File: src/rtl/spi_master_ncs.sv
// SPI master: NUM_CS active-low selects, all CPOL/CPHA modes, SCLK half-period of clk_div+1 clocks; done pulses (2*DATA_W+2)*(clk_div+1) cycles after start.
// start is ignored while busy. Defining SPI_KEEP_CS_EN adds a keep_cs input that holds the chosen select low across transfers.
module spi_master_ncs #(
   parameter int NUM_CS   = 2,
   parameter int DATA_W   = 8,
   parameter int DIV_W    = 8,
   parameter int CS_SEL_W = (NUM_CS > 1) ? $clog2(NUM_CS) : 1
) (
   input  logic                clk,
   input  logic                rst_n,
   input  logic                start,
   input  logic [CS_SEL_W-1:0] cs_sel,
   input  logic                cpol,
   input  logic                cpha,
   input  logic [DIV_W-1:0]    clk_div,
   input  logic [DATA_W-1:0]   tx_data,
`ifdef SPI_KEEP_CS_EN
   input  logic                keep_cs,
`endif
   output logic [DATA_W-1:0]   rx_data,
   output logic                busy,
   output logic                done,
   output logic                sclk,
   output logic                mosi,
   input  logic                miso,
   output logic [NUM_CS-1:0]   cs_n
);
   localparam int EDGES = 2 * DATA_W;
   localparam int EC_W  = $clog2(EDGES + 1);

   typedef enum logic [1:0] {IDLE, SETUP, XFER, HOLD} state_t;

   state_t              r_state, w_state_nxt;
   logic [DIV_W-1:0]    r_div, r_div_cnt;
   logic [EC_W-1:0]     r_edge_cnt;
   logic [DATA_W-1:0]   r_tx, r_rx, r_rx_data;
   logic [NUM_CS-1:0]   r_cs_n, w_cs_dec;
   logic                r_cpha, r_keep, r_sclk, r_mosi, r_busy, r_done;
   logic                w_tick, w_accept, w_edge, w_lead, w_last_edge;
   logic                w_xfer_end, w_hold_end, w_keep_in;

`ifdef SPI_KEEP_CS_EN
   assign w_keep_in = keep_cs;
`else
   assign w_keep_in = 1'b0;
`endif

   assign w_tick      = (r_div_cnt == r_div);
   assign w_accept    = (r_state == IDLE) && start;
   assign w_xfer_end  = (r_state == XFER) && (r_edge_cnt == EC_W'(EDGES));
   assign w_edge      = w_tick && ((r_state == SETUP) || ((r_state == XFER) && !w_xfer_end));
   assign w_hold_end  = w_tick && (r_state == HOLD);
   assign w_lead      = ~r_edge_cnt[0];
   assign w_last_edge = (r_edge_cnt == EC_W'(EDGES - 1));

   // Out-of-range selects decode to no asserted chip select.
   always_comb begin
      w_cs_dec = '1;
      for (int i = 0; i < NUM_CS; i++) begin
         if (cs_sel == CS_SEL_W'(i)) w_cs_dec[i] = 1'b0;
      end
   end

   always_ff @(posedge clk or negedge rst_n) begin
      if (!rst_n) r_state <= IDLE;
      else        r_state <= w_state_nxt;
   end

   always_comb begin
      w_state_nxt = r_state;
      case (r_state)
         IDLE:    if (start)      w_state_nxt = SETUP;
         SETUP:   if (w_tick)     w_state_nxt = XFER;
         XFER:    if (w_tick && w_xfer_end) w_state_nxt = HOLD;
         HOLD:    if (w_tick)     w_state_nxt = IDLE;
         default:                 w_state_nxt = IDLE;
      endcase
   end

   always_ff @(posedge clk or negedge rst_n) begin
      if (!rst_n) begin
         r_div      <= '0;
         r_div_cnt  <= '0;
         r_edge_cnt <= '0;
         r_tx       <= '0;
         r_rx       <= '0;
         r_rx_data  <= '0;
         r_cs_n     <= '1;
         r_cpha     <= 1'b0;
         r_keep     <= 1'b0;
         r_sclk     <= 1'b0;
         r_mosi     <= 1'b0;
         r_busy     <= 1'b0;
         r_done     <= 1'b0;
      end else begin
         r_done <= 1'b0;
         if (r_state != IDLE) r_div_cnt <= w_tick ? '0 : r_div_cnt + 1'b1;

         // Latching a new select also drops any select held from a keep_cs transfer.
         if (w_accept) begin
            r_div      <= clk_div;
            r_cpha     <= cpha;
            r_tx       <= tx_data;
            r_keep     <= w_keep_in;
            r_div_cnt  <= '0;
            r_edge_cnt <= '0;
            r_busy     <= 1'b1;
            r_sclk     <= cpol;
            r_cs_n     <= w_cs_dec;
            if (!cpha) r_mosi <= tx_data[DATA_W-1];
         end

         // Even edge counts are leading edges; the sampling edge is the one matching cpha.
         if (w_edge) begin
            r_sclk     <= ~r_sclk;
            r_edge_cnt <= r_edge_cnt + 1'b1;
            if (w_lead != r_cpha) begin
               r_rx <= {r_rx[DATA_W-2:0], miso};
            end else if (r_cpha) begin
               r_mosi <= r_tx[DATA_W-1];
               r_tx   <= r_tx << 1;
            end else if (!w_last_edge) begin
               r_mosi <= r_tx[DATA_W-2];
               r_tx   <= r_tx << 1;
            end
         end

         if (w_hold_end) begin
            r_rx_data <= r_rx;
            r_done    <= 1'b1;
            r_busy    <= 1'b0;
            if (!r_keep) r_cs_n <= '1;
         end
      end
   end

   assign rx_data = r_rx_data;
   assign busy    = r_busy;
   assign done    = r_done;
   assign sclk    = r_sclk;
   assign mosi    = r_mosi;
   assign cs_n    = r_cs_n;
endmodule

File: config.mk
export PLATFORM = sky130hd
export DESIGN_NAME = spi_master_ncs
export DESIGN_NICKNAME = d
export VERILOG_FILES = /design/src/rtl/spi_master_ncs.sv
export SDC_FILE = /design/constraint.sdc
export NUM_CORES = 1
export LEC_CHECK = 0
export CAP_MARGIN = 25
export CORE_MARGIN = 2
export CORE_UTILIZATION = 55
export CTS_BUF_LIST = sky130_fd_sc_hd__clkbuf_4 sky130_fd_sc_hd__clkbuf_8
export DETAILED_ROUTE_END_ITERATION = 8
export GPL_ROUTABILITY_DRIVEN = 0
export PLACE_DENSITY_LB_ADDON = 0.15
export SYNTH_ARGS = -nofsm -noshare
export SYNTH_HDL_FRONTEND = slang
export SYNTH_SLANG_ARGS = --single-unit
export TNS_END_PERCENT = 1
File: constraint.sdc
create_clock -name clk -period 4.19 [get_ports clk]
set_input_delay 0.6285 -clock clk [delete_from_list [all_inputs] [get_ports clk]]
set_output_delay 0.6285 -clock clk [all_outputs]
set_load 0.02 [all_outputs]
Word-level counts from Yosys, hierarchy flattened
Index checks and enable logic that the tools add are counted.
- bits in registers: 54
- word-level logic and storage cells: 73
- input bits: 23
- memory bits (read-only): 0
- memories kept: 0
- bits in latches: 0
- RAM bits: 0
- output and inout bits: 14
- equality and inequality tests: 11
- bitwise logic cells: 2
- add/sub/neg operators: 2
- muxes and demuxes: 30
- reduce and logical (&&, ||, !) cells: 15
- $mul: 0
- shift operators: 0
- $lt $le $gt $ge: 0
- div/mod/pow operators: 0
- operator list (kind ; number):
    8-bit two-way mux ; 8
    1-bit two-way mux ; 13
    2-bit two-way mux ; 6
    5-bit two-way mux ; 2
    8-bit by 1-bit adder with 8-bit output (second input constant) ; 1
    8-bit equality test ; 1
    2-bit case mux with 4 select lines ; 1
    2-bit nonzero test ; 4
    1-bit logical AND ; 6
    2-bit inequality test (second input constant) ; 3
    5-bit by 1-bit adder with 5-bit output (second input constant) ; 1
    5-bit by 4-bit equality test with 1-bit output (second input constant) ; 1
    5-bit equality test (second input constant) ; 1
    2-bit equality test (second input constant) ; 2
    4-bit AND reduction ; 1
    2-bit by 1-bit equality test with 1-bit output (second input constant) ; 1
    2-bit logical NOT ; 1
    2-bit by 1-bit inequality test with 1-bit output (second input constant) ; 1
    1-bit inverter ; 2
    2-bit AND reduction ; 1
    1-bit logical NOT ; 1
    1-bit logical OR ; 1
    1-bit inequality test ; 1

Longest topological paths before layout
- depth in word-level cells: 7
- depth in mapped cells: 7
- depth with buffers taken out: 7

Worst setup path before layout
OpenSTA, ideal clock, no wires.
- kind: reg-to-reg
- start point: register r_edge_cnt[0]
- end point: register r_tx[1]
- data arrival time: 2137 ps
- library setup time: 125 ps
- clock period less this slack: 2262 ps
- path slack: 1928 ps
- buffers on the path: 0
- cell stages (with the launch flop): 8
- data required time: 4065 ps
- cell sequence: dfrtp_1 > ha_1 > and3_1 > ha_1 > nor3b_1 > a21oi_1 > nor4_4 > mux2_2
- word-level cells in the longest chain between the ends: 7
- elaborated cells between the ends (all ways): 13
- classes of those cells: 3 x eq/ne; 4 x mux; 1 x bitwise; 5 x reduce/logical
- RTL lines (what ; RTL line ; source):
    start, declared ; 35 ; logic [EC_W-1:0] r_edge_cnt;
    start signal, assigned ; 116 ; r_edge_cnt <= r_edge_cnt + 1'b1;
    5-bit equality test ; 50 ; assign w_xfer_end = (r_state == XFER) && (r_edge_cnt == EC_W'(EDGES));
    1-bit logical AND ; 50 ;
    1-bit logical NOT ; 51 ; assign w_edge = w_tick && ((r_state == SETUP) || ((r_state == XFER) && !w_xfer_end));
    1-bit logical AND ; 51 ;
    1-bit logical OR ; 51 ;
    1-bit logical AND ; 51 ;
    8-bit two-way mux * ; 114 ; if (w_edge) begin
    end signal, assigned ; 103 ; r_tx <= tx_data;
    end signal, assigned ; 121 ; r_tx <= r_tx << 1;
    end signal, assigned ; 124 ; r_tx <= r_tx << 1;
    end, declared ; 36 ; logic [DATA_W-1:0] r_tx, r_rx, r_rx_data;
Mark *: on every way between the ends. The rest lies on a longest branch, timed or not.
A chain may end at the register's enable or synchronous reset.

Worst setup path after layout
Ends and elaborated chain as after synthesis.

==> results.md <==
Setup path:
- The worst register-to-register path has a depth of 7.
- The endpoint identified for the worst register-to-register timing path is r_tx[1].
- STA classifies the critical path endpoint as a flop.
- The startpoint of the worst-slack reg-to-reg timing path is r_edge_cnt[0].
- The register-to-register path setup slack is roughly 1700 ps.
- The kind of critical path is reg2reg.
- The endpoint of the worst setup timing path is r_tx[1].
- The most critical setup path has its startpoint at r_edge_cnt[0].
- STA classifies the critical path startpoint as a flop.
- The worst endpoint required time is about 4400 ps.
- The maximum net fanout on the critical path is 9.
- The critical path arrival is 2660 ps.

Finish:
- The multi-input combinational cell area is 0.00122 mm^2.
- After filler insertion, the fill cell instance count of the layout stands at between 300 and 400.
- The number of nets in the layout is slightly below 300.
- 0 antenna diodes ended up in the layout.
- The post-layout utilization of the core is 0.669.
- The signed area change from the synthesized netlist to the final layout is 18.1%.
- The area of all sequential standard cells is 0.00135 mm^2.
- The fraction of final layout cells with drive strength greater than 1 is 0.227.

Synth:
- The mapped cell area is ~0.0027 mm^2.
- In this run, synthesis produced a sequential element count of between 50 and 60.
- The share of synthesized area in the top cell type comes to 0.490.
- The synthesized netlist cell count is between 200 and 250.
- The net count after synthesis is ~250.
- Synthesis instantiated 44 different standard cells from the library.
- For this run, the number of Yosys warnings is 0.
- The largest total area in the synthesized netlist belongs to dfrtp_1.
- Yosys mapped a number of flops with a built-in enable equal to 0.
- By area the synthesized netlist is led by dfrtp_1 (49%), mux2_2 (17%), ha_1 (3.8%).
- The share of synthesized registers carrying an async set or reset is 1.00.
- Dividing the synthesized area by the synthesized cell count gives 11.9 um^2.
- The prevailing post-synth register cell is dfrtp_1.
- The sequential-to-total area share from yosys stat is 0.509.

Power:
- For this design the static power due to leakage is about 1.3 nW.
- The internal cell power is between 0.001 and 0.0015 W.
- VDD sags by at most ~0.34 mV.
- The share of total power consumed by net switching is 0.364.
- The switching power total is roughly 0.00065 W.
- The clock share of power is 0.167.
- The power density over cell area is around 570 mW/mm^2.
- Of the total power, registers draw 0.448.
- The combinational share of power is 0.385.

Die:
- The number of ports placed on the die boundary is 37.
- Measured along the y axis, the die boundary spans 73.5 um.
- The number of rows created at floorplan is 25.
- From left edge to right edge, the die measures between 70 and 80 um.
- The die covers around 0.0054 mm^2.
- The initial core utilization is 0.566.
- In this run the standard cell core region covers between 0.004 and 0.005 mm^2.

CTS:
- The CTS tree is done.
- The H-tree was split into 2 levels.
- The number of hold buffers added after CTS was 0.
- The clock latency of the later-clocked register in the worst-skew pair is about 300 ps.
- For this design, the sink count on the clock tree is 54.
- Clock tree synthesis inserted a total of 5 buffers.
- The clock edge transition at the registers on the reported setup and hold paths is roughly 90 ps.
- The CTS root buffer is clkbuf_8.
- The post-CTS setup buffer count is 0.
- Once the clock tree was built, the resizer swapped 0 gates to a different size.
- The longest clock path from root to sink contains 2 buffers.

STA:
- Summed over all failing endpoints, the final setup total negative slack is 0 ps.
- The headroom to the max-slew limit is 0.477.
- The slew at the pin closest to its max-slew limit is around 780 ps.
- The achievable clock frequency is slightly above 400 MHz.
- Setup repair after global routing left no endpoint under its margin.
- Setup slack on the critical path of the routed design comes to around 1700 ps.
- The count of endpoints failing hold in the final timing report is 0.
- The shortest period the worst path allows is approximately 2500 ps.
- The number of endpoints failing setup at the final stage is 0.
- The number of max-slew violations in the final report is 0.
- The clock tree skew after final layout is 8.78 ps.
- The part of the cycle the worst path needs is 0.588.

Worst hold path:
- The class of the most critical hold timing path is in2async.

Drt:
- The remaining design rule violation count is 0.
- The via density per instance is 5.73.
- The first routing iteration left around 150 violations.
- The mean routed wirelength per cell is between 15 and 20 um.
- The number of optimization iterations in the first detailed-route pass is 4.
- The number of routed nets with antenna violations is 0.
- The final route contains 1,798 vias.
- The final layout contains routed wiring with a total length of between 4000 and 5000 um.

Global routing:
- Entering global routing, the biggest net connects 55 pins.
- The total overflow left after global routing is 0.
- The first global-routing pass estimated approximately 8400 um of wire.
- The initial antenna violation count is 0.
- The via count of the first global-routing pass is ~1,800.
- In the global route stage, overall resource usage came out at 0.202.

Placement:
- The post-DP HPWL is approximately 3400 um.
- The count of input and output buffers is 36.
- The worst-case setup slack after placement is 1600 ps.

Outcome:
- The flow ran to the end, and the final reports show no timing, DRC or antenna violations.

Run:
- The reported max-cap violation count is 0.
-- critical path, cell delays in order (launching register included) --
cell	delay, ps
dfrtp_1	460
ha_1	250
and3_1	180
ha_1	180
nor3b_1	190
a21oi_1	90
nor4_4	600
mux2_2	400
-- sequential cells by signal, indices dropped and copies added (netlist names) --
signal,count
cs_n,2
r_rx,8
r_tx,8
busy,1
r_div_cnt,8
sclk,1
r_cpha,1
r_div,8
mosi,1
r_edge_cnt,5
rx_data,8
r_state,2
done,1
-- synth_stat cells (all sizes together) (2+ instances only) --
library cell and number:
xnor2 10, inv 10, nand4 3, nand2 24
buf 5, o211ai 3, nand3 6, a2111oi 2
a31o 2, o311ai 2, ha 8, dfrtp 52
clkbuf 3, nor4 3, nor2 6, o21ai 9
nor3 3, dfstp 2, mux2i 6, a21oi 5
xor2 2, mux2 40, nand2b 2, and4 2
-- area by class of cell --
class | count | share of cell area
clock buffer | 6 | 0.0263
timing repair buffer | 37 | 0.116
clock inverter | 2 | 0.00399
multi-input combinational | 151 | 0.389
sequential | 54 | 0.431
tap | 54 | 0.0215
inverter | 10 | 0.0120
-- metrics by stage --
step / hold WS [ps] / cells / total power [W] / cell area [um^2]
after global routing: 488 / 314 / 0.00193 / 3140
final: 425 / 314 / 0.00179 / 3140
after floorplan: 333 / 223 / 0.00132 / 2660
after CTS: 462 / 314 / 0.00181 / 3140
after detailed placement: 484 / 306 / 0.00151 / 3040
after global placement: 478 / 306 / 0.00148 / 3040
-- cells in the final DEF (no fill, tap or decap), types with 2 or more instances in the layout --
| cell type | Yosys | routed |
|---|---|---|
| dfrtp_1 | 52 | 52 |
| o311ai_0 | 2 | 2 |
| clkbuf_8 | 0 | 6 |
| a2111oi_0 | 2 | 2 |
| clkdlybuf4s50_1 | 0 | 35 |
| nand2b_1 | 2 | 2 |
| a31o_2 | 2 | 2 |
| a21oi_1 | 5 | 5 |
| inv_1 | 10 | 10 |
| nor2_1 | 6 | 6 |
| nand2_1 | 24 | 24 |
| xnor2_1 | 10 | 10 |
| mux2_2 | 40 | 40 |
| o21ai_0 | 8 | 8 |
| dfstp_2 | 2 | 2 |
| nor3_1 | 3 | 3 |
| nand4_1 | 2 | 2 |
| nand3_1 | 6 | 6 |
| xor2_1 | 2 | 2 |
| nor4_4 | 2 | 2 |
| mux2i_1 | 6 | 6 |
| o211ai_1 | 3 | 3 |
| ha_1 | 8 | 8 |
-- logic make-up (layout without fill, tap and decap cells) --
kind of cell | count (synthesis) | after routing | share of synthesized area
buf+inv | 18 | 55 | 0.0306
flops | 54 | 54 | 0.509
mux | 46 | 46 | 0.192
xor+xnor | 12 | 12 | 0.0395
simple gates | 56 | 56 | 0.118
fa+ha+maj | 8 | 8 | 0.0377
compound gates | 29 | 29 | 0.0730
-- power groups by stage --
stage | registers [W] | clock network, W | logic [W]
2_1_floorplan | 0.000804 | 0 | 0.000511
3_3_place_gp | 0.000807 | 0 | 0.000669
3_5_place_dp | 0.000812 | 0 | 0.000693
4_1_cts | 0.000802 | 0.000311 | 0.000696
5_1_grt | 0.000826 | 0.000334 | 0.000769
6_report | 0.000802 | 0.000298 | 0.000689
-- metal layers --
metal  track usage  part of all wire
met4        0.0586             0.014
met5             0                 0
met3        0.0384             0.029
met2         0.334              0.49
met1         0.271              0.46
-- worst min-delay path by stage --
stage | endpoint | slack, ps | depth (start not counted)
4_1_cts | r_edge_cnt[0] | 460 | 2
3_5_place_dp | busy | 480 | 1
6_report | r_div_cnt[3] | 420 | 2
5_1_grt | r_div_cnt[6] | 490 | 2
2_1_floorplan | busy | 330 | 0
3_3_place_gp | busy | 480 | 1
No activity file was read; power rests on OpenSTA's default activity.
